**config.mk**
```make
export PLATFORM = sky130hd
export DESIGN_NAME = eth_tx_scheduler
export DESIGN_NICKNAME = d
export VERILOG_FILES = /design/src/rtl/eth_tx_scheduler.sv
export SDC_FILE = /design/constraint.sdc
export NUM_CORES = 1
export LEC_CHECK = 0
export BUFFER_PORTS_ARGS = -buffer_cell sky130_fd_sc_hd__clkbuf_2
export CAP_MARGIN = 30
export CORE_MARGIN = 4
export CORE_UTILIZATION = 50
export CTS_CLUSTER_SIZE = 16
export DETAILED_ROUTE_END_ITERATION = 6
export HOLD_SLACK_MARGIN = 0.1
export PLACE_DENSITY = 0.76
export SYNTH_ARGS = -nofsm -noshare
export SYNTH_HDL_FRONTEND = slang
export SYNTH_SLANG_ARGS = --single-unit
```
**constraint.sdc**
```tcl
create_clock -name clk -period 3.3 [get_ports clk]
set_input_delay 0 -clock clk [delete_from_list [all_inputs] [get_ports clk]]
set_output_delay 0 -clock clk [all_outputs]
set_load 0.01 [all_outputs]
```
**src/rtl/eth_tx_scheduler.sv**
```systemverilog
// Frame-level round-robin scheduler feeding the Ethernet TX packer from two dibit requesters.
// One requester owns each whole frame; an empty arbitration produces a pad frame.
module eth_tx_scheduler #(
  parameter int         DATA_DIBITS = 1280,
  parameter logic [1:0] PAD_DIBIT   = 2'b00,
  parameter int         CNT_W       = 8
) (
  input  logic             clk,
  input  logic             rst,
  input  logic [1:0]       req,
  input  logic [1:0]       src_valid,
  input  logic [3:0]       src_data,
  output logic [1:0]       src_ready,
  output logic [1:0]       grant,
  output logic [1:0]       frame_done,
  output logic             frame_err,
  input  logic             stall,
  output logic             axiiv,
  output logic [1:0]       axiid,
  output logic             cancelled,
  output logic [CNT_W-1:0] underrun_count,
  output logic [CNT_W-1:0] pad_frames
);

  // state  | meaning
  // IDLE   | waiting for the packer to drop stall; that cycle arbitrates and pops dibit 0
  // STREAM | forwarding granted requester dibits (or pad dibits) once per stall-low cycle
  // DRAIN  | frame finished or aborted; wait for stall so the last data cycle starts nothing
  typedef enum logic [1:0] {IDLE, STREAM, DRAIN} state_t;

  localparam logic [12:0] LAST_CNT = 13'(DATA_DIBITS);

  state_t      state, state_nxt;
  logic [12:0] cnt, cnt_base;
  logic        last;
  logic [1:0]  arb, g_cur, pop_dibit;
  logic        deciding, pop_ok, pop, underrun, early, done;

  always_comb begin
    state_nxt  = state;
    arb        = 2'b00;
    src_ready  = 2'b00;
    frame_done = 2'b00;
    pop        = 1'b0;
    underrun   = 1'b0;
    pop_dibit  = PAD_DIBIT;

    case (req)
      2'b11:   arb = last ? 2'b01 : 2'b10;
      2'b01:   arb = 2'b01;
      2'b10:   arb = 2'b10;
      default: arb = 2'b00;
    endcase

    // rst gates the combinational strobes so a held reset never pops a source
    deciding = rst && (state == IDLE) && !stall;
    early    = rst && (state == STREAM) && stall;
    g_cur    = deciding ? arb : grant;
    cnt_base = deciding ? 13'd0 : cnt;
    pop_ok   = (deciding || (rst && (state == STREAM) && !stall)) && (cnt_base < LAST_CNT);

    if (pop_ok) begin
      if (g_cur == 2'b00) begin
        pop = 1'b1;
      end else if ((src_valid & g_cur) != 2'b00) begin
        pop       = 1'b1;
        src_ready = g_cur;
        pop_dibit = g_cur[1] ? src_data[3:2] : src_data[1:0];
      end else begin
        underrun = 1'b1;
      end
    end

    done       = pop && ((cnt_base + 13'd1) == LAST_CNT);
    frame_done = done ? g_cur : 2'b00;

    case (state)
      IDLE:    if (deciding) state_nxt = (underrun || done) ? DRAIN : STREAM;
      STREAM: begin
        if (early)                 state_nxt = IDLE;
        else if (underrun || done) state_nxt = DRAIN;
      end
      DRAIN:   if (stall) state_nxt = IDLE;
      default: state_nxt = IDLE;
    endcase
  end

  always_ff @(posedge clk) begin
    if (!rst) begin
      state          <= IDLE;
      grant          <= 2'b00;
      cnt            <= 13'd0;
      last           <= 1'b1;
      axiiv          <= 1'b0;
      axiid          <= 2'b00;
      cancelled      <= 1'b0;
      frame_err      <= 1'b0;
      underrun_count <= '0;
      pad_frames     <= '0;
    end else begin
      state     <= state_nxt;
      grant     <= (state_nxt == STREAM) ? g_cur : 2'b00;
      cnt       <= pop ? cnt_base + 13'd1 : cnt_base;
      axiiv     <= pop;
      if (pop) axiid <= pop_dibit;
      cancelled <= underrun;
      frame_err <= underrun | early;
      if (underrun || (done && (g_cur != 2'b00))) last <= g_cur[1];
      if ((underrun || early) && (underrun_count != '1)) underrun_count <= underrun_count + 1'b1;
      if (done && (g_cur == 2'b00) && (pad_frames != '1)) pad_frames <= pad_frames + 1'b1;
    end
  end

endmodule

```
==> results of run 1 <==
## sequential cells by signal, indices dropped and copies added, names as in the netlist
register	flops
axiid	2
axiiv	1
cancelled	1
cnt	13
frame_err	1
grant	2
last	1
pad_frames	8
state	2
underrun_count	8
## tightest hold or removal path, delay by kind of cell
| kind | cells | cell delay, ns |
|---|---|---|
| compound gates | 1 | 0.12 |
| buf+inv | 2 | 0.30 |
## power groups by stage
stage | Clock (mW) | Combinational (mW) | Sequential (mW)
after floorplan | 0 | 0.0574 | 0.498
after global placement | 0 | 0.0797 | 0.498
after detailed placement | 0 | 0.0807 | 0.499
after CTS | 0.418 | 0.0867 | 0.488
after global routing | 0.439 | 0.0960 | 0.489
final | 0.408 | 0.0870 | 0.488
## final timing paths
kind	from	cells after the start	to	slack, ns
hold reg to reg	pad_frames[4]	2	pad_frames[4]	0.49
setup / recovery	stall	12	pad_frames[0]	0.18
setup reg to reg	state[1]	10	pad_frames[0]	0.23
hold / removal	rst	3	underrun_count[6]	0.17
## final cells by class
class | instances | area (um2) | share of cell area
clock buffers | 6 | 82.6 | 0.0334
flip-flops and latches | 39 | 781 | 0.315
multi-input cells | 186 | 1210 | 0.490
clock inverters | 2 | 35.0 | 0.0142
well taps | 50 | 62.6 | 0.0253
inverters | 10 | 40.0 | 0.0162
repair buffers | 45 | 262 | 0.106
## layout by cell type (no fill, tap or decap), types with 2 or more instances in the layout
| master | n |
|---|---|
| a21oi_1 | 10 |
| a31oi_1 | 2 |
| a31oi_4 | 2 |
| and2_4 | 2 |
| and3_1 | 7 |
| buf_4 | 2 |
| clkbuf_2 | 37 |
| clkbuf_8 | 6 |
| dfxtp_1 | 39 |
| dlygate4sd3_1 | 5 |
| ha_1 | 3 |
| inv_1 | 9 |
| mux2i_1 | 8 |
| nand2_1 | 30 |
| nand3_1 | 7 |
| nand3b_1 | 2 |
| nand4_1 | 13 |
| nor2_1 | 35 |
| nor2b_1 | 2 |
| nor3_1 | 5 |
| nor4_1 | 6 |
| o211a_1 | 2 |
| o21ai_0 | 6 |
| o21bai_1 | 3 |
| or3_1 | 5 |
| xnor2_1 | 10 |
| xor2_1 | 2 |
## cell families (layout without fill, tap and decap cells)
| kind of cell | Yosys count | count (layout) | synth area share |
|---|---|---|---|
| mux | 9 | 9 | 0.0498 |
| flops | 39 | 39 | 0.379 |
| fa+ha+maj | 4 | 4 | 0.0243 |
| xor+xnor | 12 | 12 | 0.0510 |
| compound gates | 37 | 37 | 0.151 |
| buf+inv | 18 | 63 | 0.0437 |
| simple gates | 124 | 124 | 0.301 |
## metal layers
metal,GRT usage,up-vias,share of wire
met5,0,-,0
met1,0.234,841,0.47
met3,0.0526,5,0.047
met4,0.0543,0,0.011
li1,-,952,-
met2,0.282,38,0.47
## timing repair
item / 4_1_cts / 5_1_grt
endpoints found under the hold margin: 3 / 0
hold buffers: 5 / 0
resized for setup: 0 / 2
setup endpoints to repair: 0 / 4
==> impl_metrics.json, run 1 <==
{
  "gp_congestion": 0.869,
  "yosysWarnings": 0,
  "final_area_um2": 2470,
  "core.rowCount": 23,
  "drtIter0Drc": 96,
  "tns_ns": 0,
  "fp.dieW_um": 72.2,
  "drv_slew": 0,
  "arrival_ns": 3.34,
  "synth.top_cells.by_count": "dfxtp_1, nor2_1, nand2_1",
  "crit_chain": "dlygate4sd3_1, clkbuf_2, or4b_1, and2_4, ha_2, and3_1, nor4_1, a21oi_1, nor4b_2, o2111ai_4, or4b_2, o21ai_0",
  "critPathMaxStageDelay_ns": 0.61,
  "critPathTopFamily": "simple AND/OR/NAND/NOR gates",
  "synth_area_leader_cell": "dfxtp_1",
  "worstPathRequired_ns": 3.53,
  "power.density_nw_per_um2": 397,
  "critPathLaunchType": "input port",
  "drive_above_1_share": 0.229,
  "overflow": 0,
  "post_cts_buffers": 0,
  "synth_cell_types": 48,
  "dp_slack_ns": 0.214,
  "timing_worst_setup_path_type": "in2reg",
  "crit_slowest_cell": "or4b_2",
  "syn_inst": 243,
  "p_seq_frac": 0.496,
  "syn-num-nets": 258,
  "wl_per_cell_um": 13.2,
  "peakVddDrop_uv": 359,
  "initial_core_util": 0.515,
  "timing.fmax_mhz": 321,
  "yosys_register_bits": 39,
  "ios": 38,
  "synth-main-ff-cell": "dfxtp_1",
  "placed_cells": 325,
  "period_needed_ns": 3.12,
  "hold_ws_ns": 0.170,
  "dr_total_vias": 1836,
  "fp.dieH_um": 72.2,
  "clk_pin_slew_ns": 0.07,
  "power_frac_comb": 0.089,
  "ys_async_sr_fraction": 0,
  "clockBufferDepth": 2,
  "drt_pre_antenna_iters": 4,
  "final_util": 0.619,
  "antenna_left": 0,
  "insertion_delay_ns": 0.29,
  "cts_tree": "yes",
  "outcome": "completed",
  "remaining_drc_errors": 0,
  "grt_pass1_wl_um": 7360,
  "via_per_inst": 5.43,
  "coreArea_um2": 4000,
  "path_buf_inv": 2,
  "tightestPinTransition_ns": 0.597,
  "avgSynthCellArea_um2": 8.48,
  "maxSlewHeadroom": 0.600,
  "root_buffer": "clkbuf_8",
  "setup_viol": 0,
  "cp_max_fo": 5,
  "p_switching_uw": 224,
  "fillCellCount": 328,
  "setup_ws_ns": 0.184,
  "maxCapViolCount": 0,
  "synth_area_leaders": "dfxtp_1, nor2_1, nand2_1, xnor2_1, nand4_1",
  "routed_wl_um": 4480,
  "synth.most_common_cell": "dfxtp_1",
  "total_power_uw": 983,
  "swShare": 0.228,
  "p_leak_nw": 1.04,
  "clock_skew_ns": 0.00559,
  "fin_cells": 338,
  "grt_usage": 0.178,
  "synth_top_area_share": 0.379,
  "cts_sinks": 39,
  "clockPowerShare": 0.415,
  "grt_antenna_before_repair": 0,
  "htreeDepth": 2,
  "ys_seq_area_frac": 0.379,
  "hold_viol": 0,
  "diodes": 0,
  "synth_edf_count": 0,
  "port-buffer-count": 37,
  "die_area_um2": 5210,
  "p_int_uw": 759,
  "hp-class": "in2reg",
  "grt_max_degree": 20,
  "layout.nets": 302,
  "hpwl_um": 3190,
  "place_area_um2": 2300,
  "finalCritPeriodShare": 0.944,
  "grt_pass1_vias": 1603,
  "cts_made_buffers": 5,
  "syn_area_um2": 2060,
  "end_kind": "register",
  "syn_to_final_growth_pct": 20.2,
  "rsz0062_at_grt": "false"
}
Power figures use the tool's default switching activity.
==> run 2, diff against run 1 <==
--- a/config.mk
+++ b/config.mk
@@ -5,10 +5,11 @@
 export SDC_FILE = /design/constraint.sdc
 export NUM_CORES = 1
 export LEC_CHECK = 0
+export ABC_AREA = 1
 export BUFFER_PORTS_ARGS = -buffer_cell sky130_fd_sc_hd__clkbuf_2
 export CAP_MARGIN = 30
 export CORE_MARGIN = 4
-export CORE_UTILIZATION = 50
+export CORE_UTILIZATION = 51
 export CTS_CLUSTER_SIZE = 16
 export DETAILED_ROUTE_END_ITERATION = 6
 export HOLD_SLACK_MARGIN = 0.1
==> impl_metrics.json, run 2 <==
{
  "largest_register": "cnt",
  "ys_seq_area_frac": 0.327,
  "core.rowCount": 24,
  "synth_edf_count": 0,
  "fp.dieW_um": 76.4,
  "grt_pass1_wl_um": 9520,
  "setup_ws_ns": 0.493,
  "peakVddDrop_uv": 288,
  "syn_area_um2": 2390,
  "final_area_um2": 2750,
  "synth_compound_area_frac": 0.0870,
  "yosysWarnings": 0,
  "drt_pre_antenna_iters": 5,
  "p_seq_frac": 0.463,
  "top_regs": "cnt: 13 flops, pad_frames: 8 flops, underrun_count: 8 flops",
  "rsz0062_at_grt": "false",
  "synth.top_cells.by_count": "nand2_1, inv_1, nor2_1",
  "routed_wl_um": 5340,
  "syn_to_final_growth_pct": 15.1,
  "swShare": 0.274,
  "ys_async_sr_fraction": 0,
  "port-buffer-count": 37,
  "maxSlewHeadroom": 0.582,
  "clockBufferDepth": 2,
  "grt_usage": 0.197,
  "largest_reg_flops": 13,
  "power.density_nw_per_um2": 394,
  "drive_above_1_share": 0.221,
  "hp-class": "in2reg",
  "drtIter0Drc": 145,
  "gp_congestion": 0.948,
  "finalCritPeriodShare": 0.851,
  "via_per_inst": 5.11,
  "yosys_register_bits": 39,
  "avgSynthCellArea_um2": 6.98,
  "overflow": 0,
  "post_cts_buffers": 0,
  "muxShareOfSynthArea": 0,
  "p_leak_nw": 1.28,
  "antenna_left": 0,
  "synth_top_family_by_area": "simple AND/OR/NAND/NOR gates",
  "layout_commonest_cell": "nand2_1",
  "worstPathRequired_ns": 3.30,
  "wl_per_cell_um": 12.2,
  "fillCellCount": 441,
  "hold_viol": 0,
  "grt_max_degree": 17,
  "cts_sinks": 39,
  "arrival_ns": 2.81,
  "fin_cells": 437,
  "maxCapViolCount": 0,
  "synth_top_area_share": 0.327,
  "clk_pin_slew_ns": 0.08,
  "timing.fmax_mhz": 356,
  "root_buffer": "clkbuf_8",
  "outcome": "completed",
  "ios": 38,
  "insertion_delay_ns": 0.30,
  "hpwl_um": 4020,
  "drv_slew": 0,
  "grt_antenna_before_repair": 0,
  "cts_tree": "yes",
  "p_switching_uw": 297,
  "fp.dieH_um": 76.4,
  "synth_xor_xnor_area_share": 0.00733,
  "htreeDepth": 2,
  "diodes": 0,
  "timing_worst_setup_path_type": "reg2out",
  "cts_made_buffers": 5,
  "clockPowerShare": 0.383,
  "cp_max_fo": 9,
  "period_needed_ns": 2.81,
  "die_area_um2": 5840,
  "grt_pass1_vias": 2180,
  "final_util": 0.619,
  "syn_inst": 342,
  "dr_total_vias": 2234,
  "end_kind": "output pin",
  "mostFrequentLayoutCells": "nand2_1, inv_1, nor2_1",
  "placed_cells": 425,
  "critPathLaunchType": "register",
  "dp_slack_ns": 0.814,
  "p_int_uw": 787,
  "cts_resized": 0,
  "remaining_drc_errors": 0,
  "place_area_um2": 2590,
  "total_power_mw": 1.08,
  "tightestPinTransition_ns": 0.625,
  "power_frac_comb": 0.153,
  "synth-simple-area-share": 0.441,
  "initial_core_util": 0.537,
  "synth.most_common_cell": "nand2_1",
  "synth_area_leaders": "dfxtp_1, nand2_1, inv_1, nor2_1, nand4_1",
  "layout.nets": 399,
  "hold_ws_ns": 0.113,
  "setup_viol": 0,
  "synth_area_leader_cell": "dfxtp_1",
  "synthAdderAreaFrac": 0.0210,
  "syn-num-nets": 357,
  "synth-main-ff-cell": "dfxtp_1",
  "tns_ns": 0,
  "synth_cell_types": 32,
  "coreArea_um2": 4440,
  "clock_skew_ns": 0.00696
}
[run 2: area by class of cell]
| type | instances | area, um2 | area share |
|---|---|---|---|
| multi-input cells | 238 | 1330 | 0.483 |
| flip-flops and latches | 39 | 781 | 0.284 |
| repair buffers | 42 | 233 | 0.0847 |
| inverters | 58 | 225 | 0.0819 |
| clock buffers | 6 | 82.6 | 0.0300 |
| well taps | 52 | 65.1 | 0.0237 |
| clock inverters | 2 | 35.0 | 0.0127 |
[run 2: power groups by stage]
stage / Clock, mW / Combinational (mW) / Sequential (mW)
after CTS: 0.422 / 0.166 / 0.502
final: 0.416 / 0.166 / 0.502
after floorplan: 0 / 0.124 / 0.514
after global routing: 0.447 / 0.186 / 0.505
after detailed placement: 0 / 0.159 / 0.513
after global placement: 0 / 0.157 / 0.512
[run 2: logic make-up after synthesis]
logic type / after synthesis
flops: 39
xor+xnor: 2
simple gates: 193
buf+inv: 65
compound gates: 39
fa+ha+maj: 4
[run 2: path summary, 6_finish.rpt]
check	startpoint	cells past startpoint	slack [ns]	end
worst min-delay path	stall	4	0.11	state[1]
worst max-delay path	state[1]	18	0.49	frame_done[1]
worst max register to register	state[1]	18	0.74	pad_frames[0]
worst min register to register	underrun_count[4]	2	0.46	underrun_count[4]
[run 2: metal layers]
layer / part of all wire / track usage
met5: 0 / 0
met4: 0.018 / 0.0906
met3: 0.049 / 0.0390
met2: 0.49 / 0.337
met1: 0.44 / 0.236
[run 2: critical path, cell delays in order, from the launching register on]
cell      delay [ns]
dfxtp_1         0.37
inv_1           0.08
nand2_1         0.11
nor2_4          0.07
nor2_1          0.22
ha_1            0.27
nand2_1         0.10
inv_1           0.07
nand3_2         0.12
nor2_4          0.13
nand2_1         0.06
nand2_1         0.05
nand2_1         0.10
nor2_4          0.16
nand3_4         0.10
nor2_8          0.18
inv_2           0.07
nor2_1          0.09
clkbuf_2        0.14
[run 2: what timing repair did]
item	CTS	global route
hold buffers	4	0
endpoints found under the setup margin	0	0
endpoints found under the hold margin	2	0
==> run 3, diff against run 2 <==
--- a/config.mk
+++ b/config.mk
@@ -8,12 +8,15 @@
 export ABC_AREA = 1
 export BUFFER_PORTS_ARGS = -buffer_cell sky130_fd_sc_hd__clkbuf_2
 export CAP_MARGIN = 30
+export CELL_PAD_IN_SITES_DETAIL_PLACEMENT = 2
+export CELL_PAD_IN_SITES_GLOBAL_PLACEMENT = 2
 export CORE_MARGIN = 4
-export CORE_UTILIZATION = 51
+export CORE_UTILIZATION = 28
 export CTS_CLUSTER_SIZE = 16
 export DETAILED_ROUTE_END_ITERATION = 6
 export HOLD_SLACK_MARGIN = 0.1
-export PLACE_DENSITY = 0.76
+export MAX_ROUTING_LAYER = met4
+export PLACE_DENSITY_LB_ADDON = 0.1
 export SYNTH_ARGS = -nofsm -noshare
 export SYNTH_HDL_FRONTEND = slang
 export SYNTH_SLANG_ARGS = --single-unit
==> impl_metrics.json, run 3 (same netlist as run 2, synthesis figures left out) <==
{
  "top_regs": "cnt: 13 flops, pad_frames: 8 flops, underrun_count: 8 flops",
  "cts_made_buffers": 5,
  "place_area_um2": 2670,
  "maxCapViolCount": 0,
  "overflow": 0,
  "end_kind": "output pin",
  "remaining_drc_errors": 0,
  "die_area_um2": 10100,
  "rsz0062_at_grt": "false",
  "cts_resized": 0,
  "placed_cells": 479,
  "hpwl_um": 5540,
  "cp_max_fo": 9,
  "port-buffer-count": 37,
  "dr_total_vias": 2292,
  "r2r_end": "pad_frames[7]",
  "diodes": 0,
  "setup_viol": 0,
  "maxSlewHeadroom": 0.539,
  "drt_pre_antenna_iters": 4,
  "outcome": "completed",
  "hold_end": "state[1]",
  "hold_path.startpoint": "stall",
  "largest_register": "cnt",
  "arrival_ns": 2.85,
  "clockBufferDepth": 2,
  "tightestPinTransition_ns": 0.689,
  "tns_ns": 0,
  "fp.dieH_um": 100,
  "clock_skew_ns": 0.00761,
  "r2r-start": "state[1]",
  "power.density_nw_per_um2": 364,
  "antenna_left": 0,
  "coreArea_um2": 8260,
  "wl_per_cell_um": 14.4,
  "drtIter0Drc": 64,
  "clockPowerShare": 0.334,
  "hold_viol": 0,
  "drv_slew": 0,
  "grt_antenna_before_repair": 0,
  "cts_sinks": 39,
  "root_buffer": "clkbuf_8",
  "timing.fmax_mhz": 350,
  "insertion_delay_ns": 0.29,
  "holdPathStages": 4,
  "initial_core_util": 0.289,
  "layout.nets": 400,
  "p_leak_nw": 1.27,
  "ios": 38,
  "fin_cells": 490,
  "core.rowCount": 33,
  "fillCellCount": 1021,
  "regToRegSetupSlack_ns": 0.67,
  "hp-class": "in2reg",
  "grt_pass1_wl_um": 12300,
  "critPathLaunchType": "register",
  "period_needed_ns": 2.85,
  "routed_wl_um": 7050,
  "mostFrequentLayoutCells": "nand2_1, inv_1, nor2_1",
  "htreeDepth": 2,
  "worstPathRequired_ns": 3.30,
  "peakVddDrop_uv": 128,
  "grt_pass1_vias": 2536,
  "grt_max_degree": 16,
  "largest_reg_flops": 13,
  "p_seq_frac": 0.495,
  "p_switching_uw": 309,
  "finalCritPeriodShare": 0.865,
  "grt_usage": 0.157,
  "final_area_um2": 2790,
  "clk_pin_slew_ns": 0.08,
  "swShare": 0.304,
  "gp_congestion": 0.774,
  "drive_above_1_share": 0.221,
  "timing_worst_setup_path_type": "reg2out",
  "reg2reg_depth": 19,
  "power_frac_comb": 0.171,
  "fp.dieW_um": 100,
  "layout_commonest_cell": "nand2_1",
  "syn_to_final_growth_pct": 16.9,
  "via_per_inst": 4.68,
  "p_int_uw": 707,
  "cts_tree": "yes",
  "hold_ws_ns": 0.131
}
[run 3: worst max-delay path by stage]
stage / from / endpoint / slack (ns) / depth (start not counted)
final: state[1] / frame_done[0] / 0.45 / 18
after global routing: state[1] / frame_done[0] / 0.13 / 18
after CTS: state[1] / frame_done[0] / 0.40 / 16
after detailed placement: state[1] / pad_frames[7] / 0.66 / 19
after global placement: state[1] / last / 0.80 / 16
after floorplan: state[1] / pad_frames[0] / 1.06 / 16
[run 3: stage by stage]
step	worst slack (ns)	total power [mW]	util
finish	0.446	1.02	0.338
global placement	0.801	0.682	0.323
detailed placement	0.656	0.685	0.323
CTS	0.396	1.04	0.338
floorplan	1.06	0.638	-
global route	0.129	1.08	0.338
[run 3: power groups by stage]
stage          logic (mW)  registers (mW)  clock network [mW]
2_1_floorplan       0.124           0.514                   0
3_3_place_gp        0.168           0.513                   0
3_5_place_dp        0.171           0.514                   0
4_1_cts             0.177           0.503               0.363
5_1_grt             0.197           0.506               0.380
6_report            0.174           0.503               0.340
[run 3: final cells by class]
cell class | instances | area (um2) | share of cell area
Multi-Input combinational cell | 238 | 1330 | 0.475
Sequential cell | 39 | 781 | 0.280
Timing Repair Buffer | 43 | 240 | 0.0860
Inverter | 58 | 225 | 0.0806
Tap cell | 105 | 131 | 0.0470
Clock buffer | 6 | 82.6 | 0.0296
Clock inverter | 1 | 5.00 | 0.00179
[run 3: repair_timing]
action,in CTS,in global routing
setup buffers,0,0
hold endpoints to repair,2,0
hold buffers,4,0
[run 3: critical path, stage by stage, from the launching register on]
cell      delay, ns
dfxtp_1        0.38
inv_1          0.09
nand2_1        0.11
nor2_4         0.07
nor2_1         0.21
ha_1           0.27
nand2_1        0.10
inv_1          0.08
nand3_2        0.12
nor2_4         0.13
nand2_1        0.06
nand2_1        0.05
nand2_1        0.10
nor2_4         0.16
nand3_4        0.10
nor2_8         0.18
inv_2          0.09
nor2_1         0.10
clkbuf_2       0.14
[run 3: metal layers]
layer,part of all wire,track usage
met2,0.52,0.272
met1,0.46,0.191
met5,0,-
met3,0.017,0.0250
met4,0.0051,0.0342
